<file path="config.mk">
export PLATFORM = sky130hd
export DESIGN_NAME = ahb_slave_mem
export DESIGN_NICKNAME = d
export VERILOG_FILES = /design/src/rtl/ahb_slave_mem.sv
export SDC_FILE = /design/constraint.sdc
export NUM_CORES = 1
export LEC_CHECK = 0
export CAP_MARGIN = 20
export CORE_ASPECT_RATIO = 0.7
export CORE_UTILIZATION = 55
export DETAILED_ROUTE_END_ITERATION = 7
export GPL_ROUTABILITY_DRIVEN = 0
export PLACE_DENSITY = 0.8
export SYNTH_ARGS = -nofsm -noshare
export SYNTH_HDL_FRONTEND = slang
export SYNTH_SLANG_ARGS = --single-unit
</file>
<file path="constraint.sdc">
create_clock -name HCLK -period 56.8 [get_ports HCLK]
set_input_delay 8.52 -clock HCLK [delete_from_list [all_inputs] [get_ports HCLK]]
set_output_delay 8.52 -clock HCLK [all_outputs]
set_load 0.02 [all_outputs]
</file>
<file path="src/rtl/ahb_slave_mem.sv">
// AHB-Lite slave backed by a small word-addressed memory.
// It has programmable wait states and gives a two-cycle ERROR for out-of-range, oversized or misaligned beats.
//
// state | meaning
// IDLE  | ready; also the final (HREADYOUT=1) cycle of an OKAY data phase when ph_active
// WAIT  | inserted wait cycles of a legal transfer, timed by the wait_cnt down-counter
// ERR1  | first ERROR cycle, HREADYOUT low
// ERR2  | second ERROR cycle, HREADYOUT high; a new transfer may be accepted here
module ahb_slave_mem #(
    parameter int HADDR_SIZE  = 32,
    parameter int HDATA_SIZE  = 32,
    parameter int MEM_DEPTH   = 16,
    parameter int WAIT_STATES = 1
) (
    input  logic                  HCLK,
    input  logic                  HRESET,
    input  logic                  HSEL,
    input  logic [HADDR_SIZE-1:0] HADDR,
    input  logic [HDATA_SIZE-1:0] HWDATA,
    input  logic                  HWRITE,
    input  logic [2:0]            HSIZE,
    input  logic [2:0]            HBURST,
    input  logic [3:0]            HPROT,
    input  logic [1:0]            HTRANS,
    input  logic                  HMASTLOCK,
    input  logic                  HREADY,
    output logic                  HREADYOUT,
    output logic                  HRESP,
    output logic [HDATA_SIZE-1:0] HRDATA
);
    localparam int IDX_W = (MEM_DEPTH > 1) ? $clog2(MEM_DEPTH) : 1;

    typedef enum logic [1:0] {S_IDLE, S_WAIT, S_ERR1, S_ERR2} state_t;
    state_t state;

    logic [HDATA_SIZE-1:0] mem [MEM_DEPTH];
    logic [1:0]            wait_cnt;
    logic                  ph_active;
    logic                  ph_write;
    logic [IDX_W-1:0]      ph_idx;
    logic [1:0]            ph_off;
    logic [1:0]            ph_size;

    logic                  accept;
    logic                  bad_idx;
    logic                  addr_err;
    logic                  commit;
    logic [IDX_W-1:0]      a_idx;
    logic [3:0]            lane_mask;
    logic [HDATA_SIZE-1:0] wr_merge;
    logic [HDATA_SIZE-1:0] rd_fwd;
    logic                  unused_ok;

    assign unused_ok = ^{HBURST, HPROT, HMASTLOCK, HTRANS[0]};

    // New address phases are only taken while this slave is driving HREADYOUT high.
    assign accept  = HSEL && HREADY && HTRANS[1] && (state == S_IDLE || state == S_ERR2);
    assign a_idx   = HADDR[IDX_W+1:2];
    assign bad_idx = HADDR[HADDR_SIZE-1:2] >= (HADDR_SIZE-2)'(MEM_DEPTH);
    assign addr_err = bad_idx || (HSIZE > 3'd2)
                    || (HSIZE == 3'd1 && HADDR[0])
                    || (HSIZE == 3'd2 && HADDR[1:0] != 2'b00);
    assign commit  = (state == S_IDLE) && ph_active && ph_write;

    // Memory words are 32 bits wide, so there are four little-endian byte lanes.
    always_comb begin
        lane_mask = 4'b0000;
        case (ph_size)
            2'd0:    lane_mask = 4'b0001 << ph_off;
            2'd1:    lane_mask = ph_off[1] ? 4'b1100 : 4'b0011;
            default: lane_mask = 4'b1111;
        endcase
        wr_merge = mem[ph_idx];
        for (int b = 0; b < 4; b++) begin
            if (lane_mask[b]) wr_merge[8*b +: 8] = HWDATA[8*b +: 8];
        end
    end

    // With zero wait states, a read can load HRDATA at the same edge that commits the previous write.
    assign rd_fwd = (commit && ph_idx == a_idx) ? wr_merge : mem[a_idx];

    always_ff @(posedge HCLK or posedge HRESET) begin
        if (HRESET) begin
            state     <= S_IDLE;
            HREADYOUT <= 1'b1;
            HRESP     <= 1'b0;
            HRDATA    <= '0;
            wait_cnt  <= '0;
            ph_active <= 1'b0;
            ph_write  <= 1'b0;
            ph_idx    <= '0;
            ph_off    <= '0;
            ph_size   <= '0;
            for (int i = 0; i < MEM_DEPTH; i++) mem[i] <= '0;
        end else begin
            if (commit) mem[ph_idx] <= wr_merge;
            case (state)
                S_WAIT: begin
                    wait_cnt <= wait_cnt - 2'd1;
                    if (wait_cnt == 2'd1) begin
                        state     <= S_IDLE;
                        HREADYOUT <= 1'b1;
                        HRDATA    <= ph_write ? '0 : mem[ph_idx];
                    end
                end
                S_ERR1: begin
                    state     <= S_ERR2;
                    HREADYOUT <= 1'b1;
                end
                default: begin
                    state     <= S_IDLE;
                    HREADYOUT <= 1'b1;
                    HRESP     <= 1'b0;
                    HRDATA    <= '0;
                    ph_active <= 1'b0;
                    if (accept) begin
                        if (addr_err) begin
                            state     <= S_ERR1;
                            HREADYOUT <= 1'b0;
                            HRESP     <= 1'b1;
                        end else begin
                            ph_active <= 1'b1;
                            ph_write  <= HWRITE;
                            ph_idx    <= a_idx;
                            ph_off    <= HADDR[1:0];
                            ph_size   <= HSIZE[1:0];
                            wait_cnt  <= 2'(WAIT_STATES);
                            if (WAIT_STATES == 0) begin
                                HRDATA <= HWRITE ? '0 : rd_fwd;
                            end else begin
                                state     <= S_WAIT;
                                HREADYOUT <= 1'b0;
                            end
                        end
                    end
                end
            endcase
        end
    end
endmodule

</file>
==> results.json, run 1 <==
{
  "slowest_stage": "buf_4",
  "cts_max_level": 2,
  "arrival_ns": 11.61,
  "multi_input_area_um2": 10800,
  "ant_nets": 0,
  "numCtsBuffers": 50,
  "ios": 116,
  "wl_met2_um": 31100,
  "setup_viol": 0,
  "synthCells": 2513,
  "clkTransAtPathRegs_ns": 0.07,
  "postCtsHoldBufs": 0,
  "hold_path.class": "reg2reg",
  "cts_resized": 0,
  "power_density_nw_per_um2": 27.8,
  "clock_skew_ns": 0.0154,
  "core_um2": 45500,
  "route.detailed.drc": 0,
  "grt_max_degree": 198,
  "placed_area_um2": 26900,
  "placementRows": 65,
  "outcome": "completed",
  "cts_buffer_depth": 3,
  "clk_latency_ns": 0.58,
  "seq_area_frac_synth_pct": 54.7,
  "port_buffers": 106,
  "slew_headroom_pct": 20.0,
  "required_ns": 57.35,
  "fin_crit_ns": 11.06,
  "setup_tns_ns": 0,
  "vias": 19400,
  "drv_cap": 0,
  "fillers": 3526,
  "start_util_pct": 56.3,
  "slowest_delay_ns": 0.90,
  "fin_nets": 2623,
  "p_total_mw": 0.796,
  "drt_wl_total_um": 66300,
  "wl_met1_um": 26800,
  "grt_pass1_wl_um": 106000,
  "critPathLaunchType": "input pin",
  "first_global_vias": 19900,
  "drt_iter0_markers": 1885,
  "drive_gt1_share_pct": 13.6,
  "viasPerCell": 6.11,
  "synth-edff-count": 0,
  "area_growth_pct": 11.9,
  "end_kind": "async pin",
  "antenna_found_initial": 0,
  "die_x_um": 260,
  "wl_met3_um": 5320,
  "postCtsSetupBuffers": 0,
  "wl_per_cell_um": 20.9,
  "grt_setup_unrepaired": "no",
  "synthFlopType": "dfrtp_1",
  "tritoncts": "done",
  "synth_seq_cells": 560,
  "dr.pass1.iters": 6,
  "fmax_ghz": 0.0904,
  "worstMarginPinSlew_ns": 1.20,
  "design_area_um2": 28700,
  "critPathKind": "in2async",
  "slew_violations": 0,
  "crit_chain": "clkdlybuf4s50_1 > inv_8 > buf_12 > buf_4",
  "yosysWarnings": 0,
  "yosysTopAreaCellShare_pct": 54.6,
  "yosysUniqueCellTypes": 53,
  "vdd_drop_max_mv": 0.0220,
  "avgSynthCellArea_um2": 10.2,
  "synth_area_um2": 25600,
  "dp.final_hpwl_um": 40700,
  "cts.sinks": 560,
  "synth_area_leader_cell": "dfrtp_1",
  "die_area_um2": 47400,
  "grt_overflow": 0,
  "die_h_um": 183,
  "hold_viol_final": 0,
  "n_antenna_cell": 0,
  "p_leak_nw": 12.4,
  "crit_fanout": 197,
  "yosys-top-cells-area": "dfrtp_1, nand2_1, o21ai_0",
  "finalCritPeriodShare_pct": 19.5,
  "cts_root_buf": "clkbuf_16",
  "synthArstFlopShare_pct": 100,
  "synth.net_count": 2599,
  "track_usage_pct": 28.6,
  "dr.max_layer_used": "met4",
  "seqCellArea_um2": 14000
}
[where the power goes]
group	switching [mW]	leakage [nW]	total [mW]	internal [mW]
Sequential	0.00273	5.13	0.405	0.402
Combinational	0.0293	6.46	0.0435	0.0142
Clock	0.147	0.844	0.348	0.201
Total	0.179	12.4	0.796	0.617
[placed cells by master (no fill, tap or decap), types with 4 or more instances in the layout]
cell type        instances
clkbuf_1                13
o21ai_1                136
nand2b_1                11
ha_1                     4
nand2_2                 17
inv_1                    6
a221oi_2                16
a22oi_1                 32
a21oi_1                  4
clkbuf_16               53
o22ai_1                 59
clkdlybuf4s50_1        106
o21ai_2                 32
clkbuf_8                16
mux2i_1                135
dfrtp_1                557
o21ai_0                425
clkinv_2                 7
buf_4                   38
a22o_1                  50
mux2_2                 123
mux2_4                   6
nor2_1                  54
nor4_1                   5
nand2_1                602
o32ai_4                 13
[per-layer routing]
metal | GRT usage [%] | vias up
li1 | - | 8873
met4 | 13.6 | 0
met3 | 4.78 | 185
met2 | 46.3 | 826
met5 | 0 | -
met1 | 37.5 | 9545
[synthesized netlist by cell type (13+ instances only)]
cell type,number
nand2_1,619
dfrtp_1,559
o21ai_0,425
o21ai_1,136
mux2i_1,135
mux2_2,123
clkbuf_1,110
o22ai_1,59
nor2_1,54
a22o_1,50
a22oi_1,32
buf_2,32
o21ai_2,32
buf_6,18
a221oi_2,16
buf_4,14
nand2b_1,13
o32ai_4,13
[critical path: cells and delay by family]
family / cells / cell delay, ns
buffers and inverters: 4 / 2.76
[worst paths after layout]
| path | start | end | slack [ns] | cells after the start |
|---|---|---|---|---|
| max | HRESET | mem[11] | 45.74 | 4 |
| min | HRDATA[23] | HRDATA[23] | 0.47 | 2 |
| max in group HCLK | HSIZE[0] | wait_cnt[1] | 46.49 | 6 |
| max reg2reg | ph_size[1] | mem[117] | 53.56 | 5 |
| min reg2reg | HRDATA[23] | HRDATA[23] | 0.47 | 2 |
| min in group asynchronous | HRESET | mem[442] | 8.56 | 2 |
[cell type report]
cell class                      count  area share (%)
Clock buffer                       82            5.57
Clock inverter                     10           0.362
Sequential cell                   560            48.9
Tap cell                          603            2.63
Inverter                            7           0.118
Multi-Input combinational cell   1772            37.6
Timing Repair Buffer              146            4.84
[sequential cells by signal, indices dropped and copies added, names as in the netlist]
signal / flops
mem: 512
HRDATA: 32
ph_idx: 4
ph_off: 2
ph_size: 2
state: 2
wait_cnt: 2
HREADYOUT: 1
HRESP: 1
ph_active: 1
ph_write: 1
[per-stage QoR]
step	std cells	utilization (%)	hold slack, ns	setup WS [ns]
after detailed placement	3087	59.3	0.457	45.05
after CTS	3179	63.0	0.472	45.67
after global placement	3087	59.3	0.453	45.16
after global routing	3180	63.0	0.489	45.33
final	3180	63.0	0.469	45.74
after floorplan	2513	-	0.444	32.62
[kinds of logic after synthesis]
kind of cell	count (synthesis)	synth area share, %
mux	265	11.1
flops	560	54.7
compound gates	787	19.3
buf+inv	181	3.54
simple gates	716	11.1
fa+ha+maj	4	0.195
(Power assumes the default switching activity.)
==> inputs of run 2 (changes only) <==
PLACE_DENSITY = 0.82   (was 0.8)
clock period = 8.9 ns   (was 56.8 ns; I/O delays follow)
==> run 2 against run 1 <==
  * Setup slack worse by 41 ns
  * Sequential share of layout area is 0.14 points higher
  * Core utilization is 0.18 points lower
  * Register-to-register slack worse by 48 ns
  * Total power grew to 6.3 times the previous value
  * Count of clock-buffer cells in the layout is 10 lower
  * Clock skew is 0.0019 ns higher
  * Combinational power grew to 6.4 times the previous value
  * Die area stayed put
  * Clock power grew to 6.2 times the previous value
  * Global-route usage is 0.47 points higher
  * Critical endpoint is now mem[122]
  * Largest power group unchanged
==> results.json, run 2 (synthesized netlist as in run 1, its figures left out) <==
{
  "dpl.cell_count": 3085,
  "fin_util_pct": 62.9,
  "worstMarginPinSlew_ns": 1.18,
  "drt_iter0_markers": 1810,
  "hold_viol_final": 0,
  "top_usage_layer": "met2",
  "critPathLaunchType": "flop",
  "r2r_setup_slack_ns": 5.08,
  "dr.pass1.iters": 6,
  "die_area_um2": 47400,
  "r2r-start": "ph_idx[2]",
  "largest_reg_flops": 512,
  "clock_skew_ns": 0.0173,
  "route.detailed.drc": 0,
  "drt_wl_total_um": 67700,
  "track_usage_pct": 29.0,
  "largest-register": "mem",
  "viasPerCell": 6.19,
  "setup_tns_ns": 0,
  "postCtsSetupBuffers": 0,
  "vias": 19600,
  "p_leak_nw": 12.4,
  "ios": 116,
  "cts.sinks": 560,
  "die_x_um": 260,
  "start_util_pct": 56.3,
  "drive_gt1_share_pct": 13.5,
  "outcome": "completed",
  "drv_cap": 0,
  "tritoncts": "done",
  "slew_headroom_pct": 21.6,
  "slowest_delay_ns": 1.06,
  "globalRouteMet3Util_pct": 5.57,
  "first_global_vias": 20300,
  "fin_crit_ns": 3.82,
  "setup_viol": 0,
  "worstReg2RegEnd": "mem[122]",
  "min_to": "mem[128]",
  "crit_fanout": 72,
  "crit_chain": "buf_4 > mux2_2 > o22ai_1 > a221oi_2 > o32ai_2 > o21ai_0",
  "port_buffers": 106,
  "mostFrequentLayoutCells": "nand2_1, dfrtp_1, o21ai_0",
  "critPathKind": "reg2reg",
  "vdd_drop_max_mv": 0.139,
  "core_um2": 45500,
  "slew_violations": 0,
  "placementRows": 65,
  "power_density_nw_per_um2": 176,
  "antenna_found_initial": 0,
  "use_met2_pct": 46.3,
  "n_antenna_cell": 0,
  "met1_usage_pct": 38.3,
  "worstHoldPathCells": 2,
  "slowest_stage": "dfrtp_4",
  "clkTransAtPathRegs_ns": 0.07,
  "cts_buffer_depth": 3,
  "finalCritPeriodShare_pct": 42.9,
  "clk_latency_ns": 0.59,
  "ant_nets": 0,
  "grt_max_degree": 175,
  "grt_setup_unrepaired": "no",
  "numCtsBuffers": 49,
  "fin_nets": 2621,
  "path_buf_inv": 1,
  "required_ns": 9.32,
  "dp.final_hpwl_um": 40800,
  "wl_per_cell_um": 21.3,
  "die_h_um": 183,
  "arrival_ns": 4.24,
  "cts_resized": 0,
  "mostFrequentLayoutCell": "nand2_1",
  "cts_root_buf": "clkbuf_16",
  "min_from": "mem[128]",
  "fillers": 3450,
  "cts_max_level": 2,
  "grt_pass1_wl_um": 108000,
  "worst-r2r-cell-count": 6,
  "hold_path.class": "reg2reg",
  "grt_overflow": 0,
  "largestRegisters": "mem (512), HRDATA (32), ph_idx (4)",
  "postCtsHoldBufs": 0,
  "crit_family": "flip-flops",
  "final_cells": 3174,
  "end_kind": "flop",
  "area_growth_pct": 11.6,
  "fmax_ghz": 0.262
}
==> run 2: cell types whose count changed in the layout (fill, tap and decap cells not counted), moves of 2 or more <==
| cell | before | now |
|---|---|---|
| clkbuf_16 | 53 | 51 |
| clkbuf_8 | 16 | 7 |
| bufinv_16 | 2 | 4 |
| clkinvlp_4 | 0 | 3 |
==> run 2: power by group <==
group          internal (mW)  switching [mW]  leakage [nW]  total [mW]
Combinational         0.0919           0.188          6.46       0.280
Clock                   1.22           0.950         0.788        2.17
Sequential              2.57          0.0167          5.13        2.58
==> run 2: per-stage QoR <==
stage          hold WS [ns]  worst slack (ns)  cell area [µm²]  power [mW]
3_5_place_dp          0.462              4.78            26900        2.91
2_1_floorplan         0.444           -0.0579            25600        2.77
5_1_grt               0.497              4.96            28600        5.18
6_report              0.475              5.08            28600        5.04
4_1_cts               0.477              5.18            28500        5.06
3_3_place_gp          0.456              4.90            26900        2.89
==> run 2: cell type report <==
class	count	area, µm²	area share, %
flip-flops and latches	560	14000	49.1
repair buffers	145	1390	4.85
inverters	7	30.0	0.105
multi-input cells	1772	10800	37.7
clock buffers	72	1430	4.99
clock inverters	15	184	0.644
well taps	603	754	2.64
==> run 2: how the worst max path moves through the flow <==
stage               from         to  slack [ns]  cells after the start
3_3_place_gp      HRESET   mem[209]        4.90                      4
5_1_grt        ph_idx[2]   mem[122]        4.96                      6
6_report       ph_idx[2]   mem[122]        5.08                      6
2_1_floorplan     HRESET  HRDATA[0]       -0.06                      1
3_5_place_dp      HRESET   mem[209]        4.78                      4
4_1_cts        ph_idx[2]   mem[122]        5.18                      6
==> run 2: tightest hold or removal path, cell delays in order, from the launching register on <==
cell and delay (ns):
dfrtp_1 0.34, nand2_1 0.04, o21ai_0 0.06
==> run 2: per-layer routing <==
layer  wire length [µm]  up-vias
met5                  0        -
met2              31600      928
met4               3140        0
met3               5940      214
met1              27000     9636
li1                   -     8854
==> patch: new RTL, settings of run 1 <==
Make the reset (`HRESET`) synchronous in one clocked block.
--- a/src/rtl/ahb_slave_mem.sv
+++ b/src/rtl/ahb_slave_mem.sv
@@ -80,5 +80,5 @@
     assign rd_fwd = (commit && ph_idx == a_idx) ? wr_merge : mem[a_idx];
 
-    always_ff @(posedge HCLK or posedge HRESET) begin
+    always_ff @(posedge HCLK) begin
         if (HRESET) begin
             state     <= S_IDLE;
Behaviour: differs if HRESET is asserted again (counterexample within 4 cycles, from zero or initial values and one cycle with HRESET high); with HRESET held inactive, the same outputs for 4 cycles.
==> patch against run 1 <==
  * Sequential power rose by 17%
  * Total power rose by 11%
  * Sequential share of layout area rose by 4.5 points
  * Core utilization fell by 0.65 points
  * Routed wire length rose by 16%
  * Worst setup slack got worse by 660 ps
  * Area after synthesis rose by 7.0%
  * Register-to-register slack got worse by 910 ps
  * Sequential cell count rose by 4
  * First-iteration DRC count rose by 16%
  * Clock skew rose by 6.2 ps
  * Cell area rose by 7.2%
  * Clock power rose by 6.3%
  * Largest cell class unchanged
==> patch: results <==
export IMPL_synth_enable_flop_cells=512
export IMPL_r2r_worst_path_cells=6
export IMPL_hold_worst_slack_ps=459
export IMPL_reg2reg_setup_slack_ps=52650
export IMPL_max_slew_margin=0.182
export IMPL_via_per_inst=6.74
export IMPL_worst_skew_pair_late_latency_ps=600
export IMPL_critPathArrivalTime_ps=11960
export IMPL_static_leakage_power_uw=0.00897
export IMPL_ir_worst_vdd_mv=0.0301
export IMPL_slowest_delay_ps=820
export IMPL_tritoncts_num_buffers=53
export IMPL_postRouteWirelength_mm=77.1
export IMPL_worst_path_max_fanout=48
export IMPL_first_iter_violations=2189
export IMPL_worst_hold_path_num_cells=1
export IMPL_outcome="complete, no violations"
export IMPL_share_of_final_layout_standard_cells_stronger_than_drive_strength_1=0.243
export IMPL_most_common_flop_cell_mapped_by_yosys="sky130_fd_sc_hd__edfxtp_1"
export IMPL_place_inst=2564
export IMPL_grt_start_max_net_pins=99
export IMPL_num_nets_final=2050
export IMPL_synth_area_leaders="sky130_fd_sc_hd__edfxtp_1 (56%), sky130_fd_sc_hd__mux2i_1 (9.3%), sky130_fd_sc_hd__nor3_2 (6.3%)"
export IMPL_cellInternalPower_uw=694
export IMPL_yosys_cell_types_count=50
export IMPL_worst_slack_ps=45080
export IMPL_area_fraction_in_compound_gates_after_synthesis=0.102
export IMPL_holdPathEnd="HRDATA[4]$_SDFFE_PP0P_"
export IMPL_postPlaceCellArea_mm2=0.0288
export IMPL_share_of_synthesized_flip_flops_with_an_asynchronous_set_or_reset=0
export IMPL_fillers=3535
export IMPL_groute_usage_overall=0.305
export IMPL_detailroute_via_count=18003
export IMPL_postSynthNetCount=2003
export IMPL_min_from="HRDATA[4]$_SDFFE_PP0P_"
## patch: logic make-up after synthesis
| kind of cell | Yosys count |
|---|---|
| multiplexers | 262 |
| buffers and inverters | 196 |
| AO/OA/AOI/OAI | 234 |
| adder cells (fa/ha/maj) | 4 |
| AND/OR/NAND/NOR | 657 |
| flip-flops | 564 |
## patch: worst max-delay path by stage
stage	startpoint	to	cells past startpoint
after floorplan	HRESET	mem[7][0]$_SDFFCE_PN0P_	5
after global placement	HRESET	mem[1][18]$_SDFFCE_PN0P_	7
after detailed placement	HRESET	mem[0][18]$_SDFFCE_PN0P_	7
after CTS	HRESET	mem[1][17]$_SDFFCE_PN0P_	7
after global routing	HRESET	mem[0][20]$_SDFFCE_PN0P_	7
final	HRESET	mem[0][19]$_SDFFCE_PN0P_	7
## patch: cell type report
| type | count | share of cell area |
|---|---|---|
| clock buffer | 71 | 0.0487 |
| clock inverter | 28 | 0.00969 |
| inverter | 5 | 0.000611 |
| multi-input combinational | 1157 | 0.323 |
| sequential | 564 | 0.535 |
| tap | 665 | 0.0271 |
| timing repair buffer | 183 | 0.0560 |
## patch: layer usage
layer  vias up  global-route usage  routed length [um]
met1      8861               0.418               29200
met2      1204               0.476               35500
met3       240              0.0703                9520
li1       7698                   -                   -
met4         0               0.108                2890
met5         -                   0                   0
## patch: power groups by stage
stage | logic, uW | clock network, uW | registers (uW)
3_3_place_gp | 35.9 | 0 | 482
2_1_floorplan | 21.5 | 0 | 482
4_1_cts | 37.2 | 371 | 474
6_report | 37.8 | 370 | 474
5_1_grt | 39.6 | 387 | 476
3_5_place_dp | 37.0 | 0 | 483
## patch: through the flow
| stage | total power, uW | utilization |
|---|---|---|
| detailed placement | 520 | 0.585 |
| CTS | 882 | 0.621 |
| global placement | 518 | 0.584 |
| finish | 882 | 0.624 |
| floorplan | 503 | - |
| global route | 902 | 0.624 |
## patch: worst reg2reg max path: stages (launching register included)
cell and delay (ps):
sky130_fd_sc_hd__dfxtp_4 740, sky130_fd_sc_hd__buf_4 710, sky130_fd_sc_hd__and2_2 630, sky130_fd_sc_hd__buf_4 570
sky130_fd_sc_hd__a221oi_2 170, sky130_fd_sc_hd__a221oi_2 910, sky130_fd_sc_hd__nor3_1 140
